`config.mk`:
```
export PLATFORM = sky130hd
export DESIGN_NAME = mc_control_fsm
export DESIGN_NICKNAME = d
export VERILOG_FILES = /design/src/rtl/rv_ctrl_pkg.sv /design/src/rtl/mc_control_fsm_alu_dec.sv /design/src/rtl/mc_control_fsm.sv
export SDC_FILE = /design/constraint.sdc
export NUM_CORES = 1
export LEC_CHECK = 0
export CORE_ASPECT_RATIO = 0.8
export CORE_MARGIN = 2
export CORE_UTILIZATION = 35
export DETAILED_ROUTE_END_ITERATION = 16
export GPL_TIMING_DRIVEN = 0
export MAX_ROUTING_LAYER = met4
export PLACE_DENSITY = 0.73
export SLEW_MARGIN = 20
export SYNTH_ARGS = -nofsm -noshare
export SYNTH_HDL_FRONTEND = slang
export SYNTH_SLANG_ARGS = --single-unit
```
`constraint.sdc`:
```
create_clock -name clk -period 1.74 [get_ports clk]
set_clock_uncertainty 0.1 [all_clocks]
set_input_delay 0.261 -clock clk [delete_from_list [all_inputs] [get_ports clk]]
set_output_delay 0.261 -clock clk [all_outputs]
set_load 0.1 [all_outputs]
```
`src/rtl/rv_ctrl_pkg.sv`:
```
// Shared encodings for the multi-cycle RISC_32I control path: opcodes,
// FSM states, ALU operation codes and datapath mux select values.
package rv_ctrl_pkg;

   localparam int OPC_W = 7;
   localparam int ST_W  = 4;

   localparam logic [OPC_W-1:0] OP_LW   = 7'b0000011;
   localparam logic [OPC_W-1:0] OP_SW   = 7'b0100011;
   localparam logic [OPC_W-1:0] OP_R    = 7'b0110011;
   localparam logic [OPC_W-1:0] OP_IALU = 7'b0010011;
   localparam logic [OPC_W-1:0] OP_B    = 7'b1100011;
   localparam logic [OPC_W-1:0] OP_JAL  = 7'b1101111;

   localparam logic [2:0] F3_BEQ = 3'b000;
   localparam logic [2:0] F3_BNE = 3'b001;
   localparam logic [2:0] F3_BLT = 3'b100;

   typedef enum logic [ST_W-1:0] {
      FETCH    = 4'd0,
      DECODE   = 4'd1,
      MEMADR   = 4'd2,
      MEMREAD  = 4'd3,
      MEMWB    = 4'd4,
      MEMWRITE = 4'd5,
      EXECR    = 4'd6,
      EXECI    = 4'd7,
      ALUWB    = 4'd8,
      BRANCH   = 4'd9,
      JAL      = 4'd10
   } state_t;

   typedef enum logic [1:0] {
      ALUOP_ADD   = 2'b00,
      ALUOP_SUB   = 2'b01,
      ALUOP_FUNCT = 2'b10
   } aluop_t;

   localparam logic [2:0] ALU_ADD = 3'b000;
   localparam logic [2:0] ALU_SUB = 3'b001;
   localparam logic [2:0] ALU_AND = 3'b010;
   localparam logic [2:0] ALU_OR  = 3'b011;
   localparam logic [2:0] ALU_SLT = 3'b101;

   localparam logic [1:0] SRCA_PC    = 2'b00;
   localparam logic [1:0] SRCA_OLDPC = 2'b01;
   localparam logic [1:0] SRCA_RD1   = 2'b10;

   localparam logic [1:0] SRCB_RD2  = 2'b00;
   localparam logic [1:0] SRCB_IMM  = 2'b01;
   localparam logic [1:0] SRCB_FOUR = 2'b10;

   localparam logic [1:0] RES_ALUOUT    = 2'b00;
   localparam logic [1:0] RES_DATA      = 2'b01;
   localparam logic [1:0] RES_ALURESULT = 2'b10;

   localparam logic [1:0] IMM_I = 2'b00;
   localparam logic [1:0] IMM_S = 2'b01;
   localparam logic [1:0] IMM_B = 2'b10;
   localparam logic [1:0] IMM_J = 2'b11;

endpackage

```
`src/rtl/mc_control_fsm_alu_dec.sv`:
```
// ALU decoder: turns the FSM's coarse ALUOp plus the instruction's funct
// fields into the concrete ALUControl code.
module alu_dec
   import rv_ctrl_pkg::*;
(
   input  logic       i_op5,
   input  logic [2:0] i_funct3,
   input  logic       i_funct7b5,
   input  logic [1:0] i_aluOp,
   output logic [2:0] o_aluControl
);

   // Only R-type (op[5]=1) distinguishes sub; addi with imm[10]=1 stays add.
   always_comb begin
      o_aluControl = ALU_ADD;
      case (i_aluOp)
         ALUOP_ADD: o_aluControl = ALU_ADD;
         ALUOP_SUB: o_aluControl = ALU_SUB;
         ALUOP_FUNCT: begin
            case (i_funct3)
               3'b000:  o_aluControl = (i_op5 & i_funct7b5) ? ALU_SUB : ALU_ADD;
               3'b010:  o_aluControl = ALU_SLT;
               3'b110:  o_aluControl = ALU_OR;
               3'b111:  o_aluControl = ALU_AND;
               default: o_aluControl = ALU_ADD;
            endcase
         end
         default: o_aluControl = ALU_ADD;
      endcase
   end

endmodule

```
`src/rtl/mc_control_fsm.sv`:
```
// Multi-cycle control sequencer for the RISC_32I datapath with a shared
// instruction/data memory and a req/ready memory handshake.
module mc_control_fsm
   import rv_ctrl_pkg::*;
(
   input  logic             clk,
   input  logic             rst_n,
   input  logic [OPC_W-1:0] op,
   input  logic [2:0]       funct3,
   input  logic [6:0]       funct7,
   input  logic             Zero,
   input  logic             Sign_Flag,
   input  logic             mem_ready,
   output logic             mem_req,
   output logic             MemWrite,
   output logic             AdrSrc,
   output logic             IRWrite,
   output logic             PCWrite,
   output logic             RegWrite,
   output logic [1:0]       ALUSrcA,
   output logic [1:0]       ALUSrcB,
   output logic [1:0]       ResultSrc,
   output logic [1:0]       ImmSrc,
   output logic [2:0]       ALUControl,
   output logic             illegal_instr,
   output logic             instr_retired
);

   state_t     r_state;
   state_t     w_nextState;
   aluop_t     w_aluOp;
   logic [2:0] w_aluControl;
   logic       w_branchTaken;
   logic       w_memReq, w_memWrite, w_adrSrc, w_irWrite, w_pcWrite, w_regWrite;
   logic [1:0] w_aluSrcA, w_aluSrcB, w_resultSrc, w_immSrc;
   logic       w_illegal, w_retired;
   logic       w_unused_funct7;

   // Only funct7[5] matters to this core's ALU decode.
   assign w_unused_funct7 = ^{funct7[6], funct7[4:0]};

   assign w_branchTaken = ((funct3 == F3_BEQ) &  Zero)
                        | ((funct3 == F3_BNE) & ~Zero)
                        | ((funct3 == F3_BLT) &  Sign_Flag);

   // State register; reset always returns to FETCH, abandoning any access.
   always_ff @(posedge clk) begin
      if (!rst_n) begin
         r_state <= FETCH;
      end else begin
         r_state <= w_nextState;
      end
   end

   // Next-state and Moore outputs, with handshake/branch gating where needed.
   always_comb begin
      w_nextState = r_state;
      w_memReq    = 1'b0;
      w_memWrite  = 1'b0;
      w_adrSrc    = 1'b0;
      w_irWrite   = 1'b0;
      w_pcWrite   = 1'b0;
      w_regWrite  = 1'b0;
      w_aluSrcA   = SRCA_PC;
      w_aluSrcB   = SRCB_RD2;
      w_resultSrc = RES_ALUOUT;
      w_immSrc    = IMM_I;
      w_aluOp     = ALUOP_ADD;
      w_illegal   = 1'b0;
      w_retired   = 1'b0;
      case (r_state)
         FETCH: begin
            w_memReq    = 1'b1;
            w_aluSrcB   = SRCB_FOUR;
            w_resultSrc = RES_ALURESULT;
            if (mem_ready) begin
               w_irWrite   = 1'b1;
               w_pcWrite   = 1'b1;
               w_nextState = DECODE;
            end
         end
         DECODE: begin
            w_aluSrcA = SRCA_OLDPC;
            w_aluSrcB = SRCB_IMM;
            w_immSrc  = IMM_B;
            case (op)
               OP_LW, OP_SW: w_nextState = MEMADR;
               OP_R:         w_nextState = EXECR;
               OP_IALU:      w_nextState = EXECI;
               OP_B:         w_nextState = BRANCH;
               OP_JAL:       w_nextState = JAL;
               default: begin
                  w_illegal   = 1'b1;
                  w_nextState = FETCH;
               end
            endcase
         end
         MEMADR: begin
            w_aluSrcA   = SRCA_RD1;
            w_aluSrcB   = SRCB_IMM;
            w_immSrc    = (op == OP_SW) ? IMM_S : IMM_I;
            w_nextState = (op == OP_LW) ? MEMREAD : MEMWRITE;
         end
         MEMREAD: begin
            w_memReq = 1'b1;
            w_adrSrc = 1'b1;
            if (mem_ready) w_nextState = MEMWB;
         end
         MEMWB: begin
            w_resultSrc = RES_DATA;
            w_regWrite  = 1'b1;
            w_retired   = 1'b1;
            w_nextState = FETCH;
         end
         MEMWRITE: begin
            w_memReq   = 1'b1;
            w_memWrite = 1'b1;
            w_adrSrc   = 1'b1;
            if (mem_ready) begin
               w_retired   = 1'b1;
               w_nextState = FETCH;
            end
         end
         EXECR: begin
            w_aluSrcA   = SRCA_RD1;
            w_aluSrcB   = SRCB_RD2;
            w_aluOp     = ALUOP_FUNCT;
            w_nextState = ALUWB;
         end
         EXECI: begin
            w_aluSrcA   = SRCA_RD1;
            w_aluSrcB   = SRCB_IMM;
            w_immSrc    = IMM_I;
            w_aluOp     = ALUOP_FUNCT;
            w_nextState = ALUWB;
         end
         ALUWB: begin
            w_resultSrc = RES_ALUOUT;
            w_regWrite  = 1'b1;
            w_retired   = 1'b1;
            w_nextState = FETCH;
         end
         BRANCH: begin
            w_aluSrcA   = SRCA_RD1;
            w_aluSrcB   = SRCB_RD2;
            w_aluOp     = ALUOP_SUB;
            w_resultSrc = RES_ALUOUT;
            w_pcWrite   = w_branchTaken;
            w_retired   = 1'b1;
            w_nextState = FETCH;
         end
         JAL: begin
            w_aluSrcA   = SRCA_OLDPC;
            w_aluSrcB   = SRCB_FOUR;
            w_resultSrc = RES_ALUOUT;
            w_pcWrite   = 1'b1;
            w_nextState = ALUWB;
         end
         default: w_nextState = FETCH;
      endcase
   end

   alu_dec u_aluDec (
      .i_op5        (op[5]),
      .i_funct3     (funct3),
      .i_funct7b5   (funct7[5]),
      .i_aluOp      (w_aluOp),
      .o_aluControl (w_aluControl)
   );

   // Reset forces every control output low immediately, not at the next edge.
   assign mem_req       = rst_n & w_memReq;
   assign MemWrite      = rst_n & w_memWrite;
   assign AdrSrc        = rst_n & w_adrSrc;
   assign IRWrite       = rst_n & w_irWrite;
   assign PCWrite       = rst_n & w_pcWrite;
   assign RegWrite      = rst_n & w_regWrite;
   assign ALUSrcA       = rst_n ? w_aluSrcA    : 2'b00;
   assign ALUSrcB       = rst_n ? w_aluSrcB    : 2'b00;
   assign ResultSrc     = rst_n ? w_resultSrc  : 2'b00;
   assign ImmSrc        = rst_n ? w_immSrc     : 2'b00;
   assign ALUControl    = rst_n ? w_aluControl : 3'b000;
   assign illegal_instr = rst_n & w_illegal;
   assign instr_retired = rst_n & w_retired;

endmodule

```
==> results_dict.tcl, run 1 <==
set metrics [dict create \
    synth_top_cells_by_area "sky130_fd_sc_hd__dfxtp_1 (11%), sky130_fd_sc_hd__a21oi_1 (6.0%), sky130_fd_sc_hd__xnor2_1 (4.7%)" \
    gp_congestion 0.856 \
    synth.ff_latch_count 4 \
    numClockSinks 4 \
    synth.largest_area_cell "sky130_fd_sc_hd__dfxtp_1" \
    die_height_um 45.3 \
    synth_common_cells "sky130_fd_sc_hd__a21oi_1 (9), sky130_fd_sc_hd__nand2_1 (9), sky130_fd_sc_hd__nor2_1 (9), sky130_fd_sc_hd__inv_1 (6)" \
    ys.warnings.count 0 \
    postSynthNetCount 137 \
    synth.lib_cells_used.distinct 38 \
    placement.io_buffers 33 \
    haltStage "global routing" \
    asyncSetResetFlopFracSynth_pct 0 \
    synth_enable_flop_cells 0 \
    status "aborted with a tool error" \
    cts_hold_repair.buffers 0 \
    post_synth_instance_area_um2 746 \
    floorplan.initialDensity_pct 38.4 \
    chipWidth_um 55.6 \
    design.portCount 41 \
    largest_net_degree_at_the_start_of_global_routing 11 \
    row_count 14 \
    htree_levels 1 \
    synth_sequential_area_ratio_pct 10.7 \
    numCtsBuffers 3 \
    first-error "[ERROR DPL-0038] Utilization greater than 100%, impossible to legalize" \
    synth_cells 113 \
    synth_top_area_share_pct 10.7 \
    syn_avg_cell_area_um2 6.60 \
    ys.flop_type "sky130_fd_sc_hd__dfxtp_1" \
    detailedPlacementHpwl_um 2040 \
    clk_path_buf_depth 2 \
    clock-root-buffer "sky130_fd_sc_hd__clkbuf_4" \
    type_of_pin_the_worst_path_ends_at "top-level output" \
    grt-worst-endpoint "ALUControl[2]" \
]
## cell families after synthesis
kind of cell / count (synthesis) / share of synthesized area (%)
AOI/OAI and AO/OA: 28 / 24.5
DFF: 4 / 10.7
and+or+nand+nor: 58 / 45.3
xor gates and xnor gates: 5 / 5.87
buffers and inverters: 16 / 10.2
adders and majority gates: 2 / 3.36
## per-stage QoR
| step | worst slack [ns] | hold WS [ns] | instances | cell area [µm²] | setup TNS, ns |
|---|---|---|---|---|---|
| after detailed placement | -1.49 | 0.618 | 170 | 1350 | -24.40 |
| after global placement | -1.52 | 0.649 | 170 | 1350 | -24.92 |
| after CTS | -0.440 | 0.364 | 186 | 1720 | -4.51 |
| after floorplan | -0.764 | 0.405 | 113 | 990 | -2.95 |
## what timing repair did
| item | CTS |
|---|---|
| pin swaps | 16 |
| buffers inserted | 15 |
| gates resized for setup | 201 |
| setup endpoints to repair | 21 |
==> inputs of run 2 (changes only) <==
--- a/config.mk
+++ b/config.mk
@@ -5,13 +5,11 @@
 export SDC_FILE = /design/constraint.sdc
 export NUM_CORES = 1
 export LEC_CHECK = 0
-export CORE_ASPECT_RATIO = 0.8
-export CORE_MARGIN = 2
-export CORE_UTILIZATION = 35
+export CORE_AREA = 2 2 63 65
 export DETAILED_ROUTE_END_ITERATION = 16
+export DIE_AREA = 0 0 65 67
 export GPL_TIMING_DRIVEN = 0
-export MAX_ROUTING_LAYER = met4
-export PLACE_DENSITY = 0.73
+export PLACE_DENSITY_LB_ADDON = 0.15
 export SLEW_MARGIN = 20
 export SYNTH_ARGS = -nofsm -noshare
 export SYNTH_HDL_FRONTEND = slang
==> constraint.sdc (replaced) <==
create_clock -name clk -period 2.3 [get_ports clk]
set_clock_uncertainty 0.1 [all_clocks]
set_input_delay 0.345 -clock clk [delete_from_list [all_inputs] [get_ports clk]]
set_output_delay 0.345 -clock clk [all_outputs]
set_load 0.1 [all_outputs]
==> run 2 against run 1 <==
Net effect:
- the run now ends clean
- synthesized cell count unchanged
- area after synthesis is the same
==> results_dict.tcl, run 2 <==
set metrics [dict create \
    status "complete, no violations" \
    clk_path_buf_depth 2 \
    synth_cells 113 \
    post_route_minimum_period_ns 2.30 \
    detailedPlacementHpwl_um 1980 \
    number_of_global_route_vias_before_repair 879 \
    vdd_drop_max_uv 220 \
    start_point_of_the_worst_hold_path "mem_ready" \
    fin_worst_hold_slack_ns 0.482 \
    final_common_cell "sky130_fd_sc_hd__buf_4" \
    die_height_um 67 \
    utilization_pct 37.5 \
    setup.reg_to_reg.worst_slack_ns 0.39 \
    numClockSinks 4 \
    layout-drive-gt1-share_pct 36.2 \
    synth_top_area_share_pct 10.7 \
    hold_violations 0 \
    holdPathStages 3 \
    synth.lib_cells_used.distinct 38 \
    max_flop_register "r_state" \
    end_kind "primary output" \
    synth_sequential_area_ratio_pct 10.7 \
    rsz0062_at_grt "true" \
    area_growth_pct 81.2 \
    final_max_slew_viol_count 0 \
    vias 962 \
    synth_enable_flop_cells 0 \
    clock_pin_slew_on_the_worst_setup_and_hold_paths_ns 0.03 \
    cts_hold_repair.buffers 0 \
    largest_net_degree_at_the_start_of_global_routing 11 \
    worst_r2r_startpoint "r_state[0]" \
    most_frequent_cells_in_the_layout "sky130_fd_sc_hd__buf_4 (11), sky130_fd_sc_hd__nand2_1 (9), sky130_fd_sc_hd__a21oi_1 (8), sky130_fd_sc_hd__clkdlybuf4s50_1 (8)" \
    power_density_nw_per_um2 322 \
    synth_common_cells "sky130_fd_sc_hd__a21oi_1 (9), sky130_fd_sc_hd__nand2_1 (9), sky130_fd_sc_hd__nor2_1 (9), sky130_fd_sc_hd__inv_1 (6)" \
    placement.io_buffers 33 \
    timing.reg2reg.worst_path_depth 4 \
    post_synth_instance_area_um2 746 \
    detailedRoute.firstPassIterationCount 4 \
    maxCapViolCount 0 \
    routed_len_inst_um 13.2 \
    global_route_wire_length_before_repair_um 4170 \
    postSynthNetCount 137 \
    asyncSetResetFlopFracSynth_pct 0 \
    row_count 22 \
    timing.rr.end "r_state[0]" \
    clock-root-buffer "sky130_fd_sc_hd__clkbuf_8" \
    max-slew-margin-rel_pct 64.1 \
    fillers 392 \
    floorplan.initialDensity_pct 20.7 \
    ys.flop_type "sky130_fd_sc_hd__dfxtp_1" \
    tritoncts "done" \
    total_overflow_reported_by_the_global_router 0 \
    report.final.setup_viol 0 \
    avgViaCountPerCell 4.81 \
    antennaDiodeCount 0 \
    gr-usage-all-layers_pct 12.2 \
    p_leak_nw 0.557 \
    worst_pin_slew_ns 0.541 \
    cp.required_ns 1.86 \
    largest_register_ff_count 4 \
    insertion_delay_of_the_later_clocked_pin_in_the_worst_skew_pair_ns 0.22 \
    design.portCount 41 \
    p_total_mw 0.435 \
    fmax_ghz 0.435 \
    drtAntennaViolNets 0 \
    reg_top3 "r_state: 4 flops" \
    ys.warnings.count 0 \
    timing.critical_path.arrival_ns 1.85 \
    synth.ff_latch_count 4 \
    post-route-drc-count 0 \
    core_um2 3610 \
    syn_avg_cell_area_um2 6.60 \
    min_period_over_period_pct 99.9 \
    hold_path_class "in -> reg" \
    worst_hold_path.endpoint "r_state[0]" \
    worstSetupPathType "reg -> out" \
    route.final.wire_length_um 2640 \
    gp_congestion 0.770 \
    htree_levels 1 \
    critPathLaunchType "flip-flop" \
    crit_path_max_fanout 10 \
    numCtsBuffers 3 \
    synth_top_cells_by_area "sky130_fd_sc_hd__dfxtp_1 (11%), sky130_fd_sc_hd__a21oi_1 (6.0%), sky130_fd_sc_hd__xnor2_1 (4.7%)" \
    design.final.nets 178 \
    synth.largest_area_cell "sky130_fd_sc_hd__dfxtp_1" \
    chipWidth_um 65 \
    grt_antenna_before_repair 0 \
    design.die.area_um2 4360 \
    detail_route.iter0.violations 32 \
]
## run 2: final cells by class
type / instances / area (µm²) / share of cell area [%]
inverters: 6 / 22.5 / 1.67
plain buffers: 9 / 75.1 / 5.56
multi-input cells: 93 / 719 / 53.2
flip-flops and latches: 4 / 80.1 / 5.93
repair buffers: 37 / 353 / 26.1
well taps: 48 / 60.1 / 4.44
clock buffers: 3 / 41.3 / 3.06
## run 2: worst max path at each step
stage / end / slack [ns] / cells after the start / start
floorplan: ALUControl[2] / -0.41 / 7 / r_state[1]
global placement: ImmSrc[0] / -1.10 / 5 / op[3]
detailed placement: ImmSrc[0] / -1.10 / 5 / op[3]
CTS: ALUControl[2] / -0.12 / 8 / r_state[1]
global route: ALUControl[2] / -0.07 / 7 / r_state[2]
finish: ALUControl[2] / 0.002 / 8 / r_state[1]
## run 2: per-stage QoR
| stage | instance area, µm² | setup TNS [ns] | instances | setup slack [ns] |
|---|---|---|---|---|
| floorplan | 848 | -1.19 | 113 | -0.411 |
| global placement | 1240 | -15.17 | 194 | -1.10 |
| detailed placement | 1240 | -15.28 | 194 | -1.10 |
| CTS | 1280 | -0.116 | 196 | -0.116 |
| global route | 1350 | -0.0828 | 200 | -0.0722 |
| finish | 1350 | 0 | 200 | 0.00177 |
## run 2: what timing repair did
| item | CTS | global route |
|---|---|---|
| gates resized for setup | 120 | 19 |
| buffers inserted | 0 | 4 |
| endpoints found under the setup margin | 19 | 12 |
| pin swaps | 1 | 8 |
## run 2: critical path, stage by stage (launching register included)
cell and delay, ns:
sky130_fd_sc_hd__dfxtp_1 0.30, sky130_fd_sc_hd__buf_6 0.13, sky130_fd_sc_hd__clkbuf_8 0.16, sky130_fd_sc_hd__nor2_4 0.14, sky130_fd_sc_hd__nand3_4 0.10, sky130_fd_sc_hd__ha_4 0.23
sky130_fd_sc_hd__nor2b_4 0.11, sky130_fd_sc_hd__nor4b_4 0.21, sky130_fd_sc_hd__buf_6 0.26
## run 2: routing by layer
layer  global-route usage (%)  share of wire, %  vias up
li1                         -                 -      489
met1                     16.9                47      443
met2                     19.7                49       30
met3                     2.87               4.6        0
met4                     1.60                 0        0
met5                        0                 0        -
## run 2: logic make-up after synthesis
family,Yosys count,share of synthesized area (%)
XOR/XNOR,5,5.87
flip-flops,4,10.7
AND/OR/NAND/NOR,58,45.3
buffers and inverters,16,10.2
AO/OA/AOI/OAI,28,24.5
adder cells (fa/ha/maj),2,3.36
## run 2: report_power, final
part / leakage, nW / internal, mW / switching (mW) / total, mW
logic: 0.503 / 0.0714 / 0.141 / 0.213
registers: 0.0325 / 0.0717 / 0.00362 / 0.0754
clock network: 0.0216 / 0.111 / 0.0355 / 0.147
Note: power is estimated with default switching activity, not from simulation.
==> inputs of run 3 (changes only) <==
--- a/config.mk
+++ b/config.mk
@@ -13,4 +13,5 @@
 export SLEW_MARGIN = 20
 export SYNTH_ARGS = -nofsm -noshare
 export SYNTH_HDL_FRONTEND = slang
+export SYNTH_HIERARCHICAL = 1
 export SYNTH_SLANG_ARGS = --single-unit
==> run 3 against run 2 <==
Net effect:
- the run now ends with setup timing left
- critical path depth shrank 1
- flip-flop and latch count is the same
- synthesized cell count shrank 1.8%
- total power shrank 6.0%
- worst hold slack gained 0.075 ns
- global-route usage grew 1.3 points
- sequential share of layout area shrank 0.19 points
- design area grew 13%
- highest routed layer unchanged
==> results_dict.tcl, run 3 <==
set metrics [dict create \
    hold_violations 0 \
    post_route_minimum_period_ns 2.40 \
    p_leak_nw 0.605 \
    synth_sequential_area_ratio_pct 10.3 \
    tritoncts "done" \
    worst-path-buf-inv 3 \
    largest_register_ff_count 4 \
    seqPwrFrac_pct 17.5 \
    final_max_slew_viol_count 0 \
    ys.flop_type "sky130_fd_sc_hd__dfxtp_1" \
    gr-usage-all-layers_pct 13.5 \
    timing.critical_path.arrival_ns 1.95 \
    post-synth-top-count-cell "sky130_fd_sc_hd__nor2_1" \
    antennaDiodeCount 0 \
    insertion_delay_of_the_later_clocked_pin_in_the_worst_skew_pair_ns 0.21 \
    chipWidth_um 65 \
    drtAntennaViolNets 0 \
    worstSetupPathType "reg -> out" \
    maxCapViolCount 0 \
    synth.largest_area_cell "sky130_fd_sc_hd__dfxtp_1" \
    total_overflow_reported_by_the_global_router 0 \
    vias 999 \
    min_period_over_period_pct 104 \
    violated_checks "setup timing" \
    syn_avg_cell_area_um2 7.01 \
    gp_congestion 0.816 \
    asyncSetResetFlopFracSynth_pct 0 \
    switching_share_pct 38.7 \
    fin_worst_hold_slack_ns 0.557 \
    synth_top_area_share_pct 10.3 \
    final_critical_path_setup_slack_ns -0.0994 \
    report.final.setup_viol 3 \
    htree_levels 1 \
    utilization_pct 42.3 \
    dp.cells 193 \
    post-route-drc-count 0 \
    most_frequent_cells_in_the_layout "sky130_fd_sc_hd__buf_4 (13), sky130_fd_sc_hd__clkdlybuf4s50_1 (11), sky130_fd_sc_hd__nor2_1 (9), sky130_fd_sc_hd__buf_2 (9)" \
    rsz0062_at_grt "true" \
    timing.reg2reg.worst_path_depth 5 \
    route.final.wire_length_um 2810 \
    cpPeakStageDelay_ns 0.36 \
    postSynthNetCount 135 \
    avgViaCountPerCell 4.78 \
    reg_top3 "r_state: 4 flops" \
    crit_path_max_fanout 4 \
    detail_route.iter0.violations 24 \
    largest_net_degree_at_the_start_of_global_routing 11 \
    comb_power_share_pct 47.7 \
    clk_path_buf_depth 2 \
    area_growth_pct 96.1 \
    synth.ff_latch_count 4 \
    design.portCount 41 \
    numClockSinks 4 \
    synth_cells 111 \
    clock-root-buffer "sky130_fd_sc_hd__clkbuf_8" \
    power_density_nw_per_um2 268 \
    floorplan.initialDensity_pct 21.6 \
    max_flop_register "r_state" \
    cts_hold_repair.buffers 0 \
    number_of_cells_in_the_finished_layout_apart_from_fillers 209 \
    worstPathCellList "clkinvlp_4, nor4b_4, inv_1, ha_4, and4b_2, and2_4, buf_12" \
    critPathLaunchType "flip-flop" \
    layout-drive-gt1-share_pct 49.1 \
    power_frac_clock_pct 34.8 \
    intPower_mw 0.251 \
    ys.warnings.count 6 \
    post_synth_instance_area_um2 778 \
    worst_path_max_delay_cell "sky130_fd_sc_hd__dfxtp_4" \
    path_depth 7 \
    grt_antenna_before_repair 0 \
    core_um2 3610 \
    detailedRoute.firstPassIterationCount 4 \
    numCtsBuffers 3 \
    detailedPlacementHpwl_um 2030 \
    synth_enable_flop_cells 0 \
    synth.lib_cells_used.distinct 42 \
    hold_path_class "in -> reg" \
    end_kind "primary output" \
    fmax_ghz 0.417 \
    cp.required_ns 1.86 \
    area_of_the_multi_input_gates_um2 823 \
    clock_pin_slew_on_the_worst_setup_and_hold_paths_ns 0.03 \
    status "finished, violations left" \
    sequential_cell_area_um2 87.6 \
    worst_pin_slew_ns 0.546 \
    synth_top_cells_by_area "sky130_fd_sc_hd__dfxtp_1 (10%), sky130_fd_sc_hd__nor2_1 (6.8%), sky130_fd_sc_hd__nand2b_1 (5.6%)" \
    synth_common_cells "sky130_fd_sc_hd__nor2_1 (14), sky130_fd_sc_hd__inv_1 (7), sky130_fd_sc_hd__nand2b_1 (7)" \
    die_height_um 67 \
    routed_len_inst_um 13.5 \
    design.die.area_um2 4360 \
    fillers 372 \
    row_count 22 \
    number_of_global_route_vias_before_repair 1014 \
    vdd_drop_max_uv 250 \
    final_common_cell "sky130_fd_sc_hd__buf_4" \
    placement.io_buffers 34 \
    cp_delay_by_family_top "simple AND/OR/NAND/NOR gates" \
    holdPathStages 3 \
    global_route_wire_length_before_repair_um 4650 \
    design.final.nets 187 \
    net-switching-power_mw 0.158 \
    max-slew-margin-rel_pct 63.8 \
]
==> run 3: power by group through the flow <==
stage               Combinational, mW  Sequential (mW)  Clock (mW)
floorplan                       0.126           0.0742           0
global placement                0.186           0.0748           0
detailed placement              0.187           0.0747           0
CTS                             0.191           0.0714       0.147
global route                    0.206           0.0717       0.153
finish                          0.195           0.0715       0.142
==> run 3: worst reg2reg max path, stage by stage (launching register included) <==
cell	delay, ns
sky130_fd_sc_hd__dfxtp_4	0.36
sky130_fd_sc_hd__buf_4	0.15
sky130_fd_sc_hd__or4_4	0.53
sky130_fd_sc_hd__a2111oi_4	0.35
sky130_fd_sc_hd__o21ai_1	0.13
sky130_fd_sc_hd__a21oi_1	0.15
==> run 3: final timing paths <==
check	startpoint	end	slack [ns]
max	r_state[0]	ALUControl[1]	-0.1
max reg2reg	r_state[2]	r_state[0]	0.46
min reg2reg	r_state[0]	r_state[1]	0.64
min	rst_n	r_state[0]	0.56
==> run 3: kinds of logic after synthesis <==
kind of cell | after synthesis | synth area share (%)
XOR/XNOR | 1 | 1.13
AND/OR/NAND/NOR | 63 | 47.6
AO/OA/AOI/OAI | 25 | 26.5
multiplexers | 3 | 3.86
adder cells (fa/ha/maj) | 2 | 3.21
buffers and inverters | 13 | 7.39
flip-flops | 4 | 10.3
==> run 3: what timing repair did <==
action                                  CTS  global route
buffers inserted                         11             4
endpoints found under the setup margin   19            11
resized for setup                       120            14
pin swaps                                 7            11
==> run 3: final cells by class <==
type                            count  area share (%)
Buffer                              5            2.38
Clock buffer                        3            2.70
Inverter                            7            1.97
Multi-Input combinational cell     94            53.9
Sequential cell                     4            5.74
Tap cell                           48            3.93
Timing Repair Buffer               48            29.3
==> run 3: metrics by stage <==
stage / setup WS [ns] / area, µm² / power (mW) / setup TNS, ns
floorplan: -0.290 / 916 / 0.200 / -1.03
global placement: -1.09 / 1320 / 0.261 / -15.92
detailed placement: -1.09 / 1320 / 0.261 / -15.90
CTS: -0.0985 / 1520 / 0.409 / -0.252
global route: -0.166 / 1530 / 0.431 / -0.442
finish: -0.0994 / 1530 / 0.409 / -0.236
==> run 3: routing by layer <==
layer | vias up | wire length, µm | track usage, % | share of wire [%]
met5 | - | 0 | 0 | 0
met4 | 0 | 0 | 0.798 | 0
met3 | 0 | 103 | 1.69 | 3.7
met2 | 21 | 1430 | 24.2 | 51
met1 | 468 | 1280 | 17.9 | 45
li1 | 510 | - | - | -
==> RTL edit: new RTL, settings of run 3 <==
Change the package constant `OPC_W` from 7 to 14.
--- a/src/rtl/rv_ctrl_pkg.sv
+++ b/src/rtl/rv_ctrl_pkg.sv
@@ -2,7 +2,7 @@
 // FSM states, ALU operation codes and datapath mux select values.
 package rv_ctrl_pkg;
 
-   localparam int OPC_W = 7;
+   localparam int OPC_W = 14;
    localparam int ST_W  = 4;
 
    localparam logic [OPC_W-1:0] OP_LW   = 7'b0000011;
Ports: changed (resized op); port bits go from 41 to 48. No check against the original RTL was run, so the function may have changed too.
==> RTL edit against run 3 <==
- final area is 1.4% higher
- critical endpoint unchanged
- sequential cell count did not move
- routed wire length grew 0.36%
- highest routed layer unchanged
- synthesized area down 0.16%
- worst setup slack improved by 0.15 ns
- critical path type unchanged
- register-to-register slack improved by 0.15 ns
- total power decreased by 0.55%
==> RTL edit: results (changes against run 3) <==
[status]
status=complete, no violations  ; was finished with violations

[routing]
wl_mm=2.824  ; was 2.814 mm
first_iter_violations=14  ; was 24
avgViaCountPerCell=4.803  ; was 4.780
dr_total_vias=1047  ; was 999
wl_met1_mm=1.249  ; was 1.279 mm
wl_met3_um=139  ; was 103 um

[final_layout]
layout.nets=203  ; was 187
fillCellCount=384  ; was 372

[grt]
grtUsageMet3=0.01182  ; was 0.01689
grt_util_met1=0.1640  ; was 0.1791
grt_pass1_wl_mm=4.443  ; was 4.650 mm
gr-usage-met2=0.2294  ; was 0.2423

[logic_synthesis]
synth.cells.most_frequent=17 x nor2_1, 12 x nand2_1, 8 x a21oi_1  ; was 14 x nor2_1, 7 x inv_1, 7 x nand2b_1
synth_fp_nets=151  ; was 135
syn_inst=120  ; was 111
synthTopCellsByArea=dfxtp_1 10%, nor2_1 8.2%, nand2_1 5.8%  ; was dfxtp_1 10%, nor2_1 6.8%, nand2b_1 5.6%
synth_cell_types=43  ; was 42

[power]
peakVddDrop_mv=0.1313  ; was 0.2499 mV
power_frac_comb=0.473  ; was 0.477
power_switching_uw=156.8  ; was 158.4 uW

[place]
place_inst=208  ; was 193
place_ws_ns=-1.120  ; was -1.093 ns
hpwl_mm=2.078  ; was 2.026 mm
gp_congestion=0.8246  ; was 0.8157

[setup_path]
cp.arrival_ns=1.80  ; was 1.95 ns

RTL edit: final timing paths:
check / start / endpoint / slack (ns) / depth (start not counted)
worst max register to register: r_state[2]$_SDFFE_PN0P_ / r_state[1]$_SDFFE_PN0P_ / 0.61 / 4
worst min register to register: r_state[0]$_SDFFE_PN0P_ / r_state[1]$_SDFFE_PN0P_ / 0.52 / 3
worst min-delay path: op[4] / r_state[0]$_SDFFE_PN0P_ / 0.51 / 3
worst max-delay path: r_state[0]$_SDFFE_PN0P_ / ALUControl[1] / 0.05 / 7
RTL edit: timing repair:
item                                    CTS  global route
setup buffers                             7             2
pin swaps                                 5             9
resized for setup                       139            22
endpoints found under the setup margin   19            15
RTL edit: through the flow:
step	instance area (sq um)	setup TNS [ns]	power, uW	hold slack, ns
finish	1548	0	406.7	0.5102
global route	1548	-0.0006256	424.1	0.5464
CTS	1480	-0.007282	406.8	0.5204
detailed placement	1343	-16.05	260.4	0.5492
global placement	1343	-15.61	259.2	0.5611
floorplan	882.1	-0.8247	188.3	0.4439
RTL edit: kinds of logic (layout without fill, tap and decap cells):
kind of cell / count (synthesis) / count (layout) / synth area share
muxes: 2 / 2 / 0.02737
xor gates and xnor gates: 2 / 2 / 0.02255
and+or+nand+nor: 75 / 75 / 0.5571
adders and majority gates: 2 / 2 / 0.03220
buffers and inverters: 12 / 62 / 0.05797
AOI/OAI and AO/OA: 23 / 23 / 0.1997
DFF: 4 / 4 / 0.1031
RTL edit: cell type report:
class,count,area [sq um],area share
Buffer,3,13.76,0.008893
Clock buffer,3,41.29,0.02668
Inverter,7,33.78,0.02183
Multi-Input combinational cell,104,822.0,0.5311
Sequential cell,4,92.59,0.05982
Tap cell,48,60.06,0.03880
Timing Repair Buffer,49,484.2,0.3129
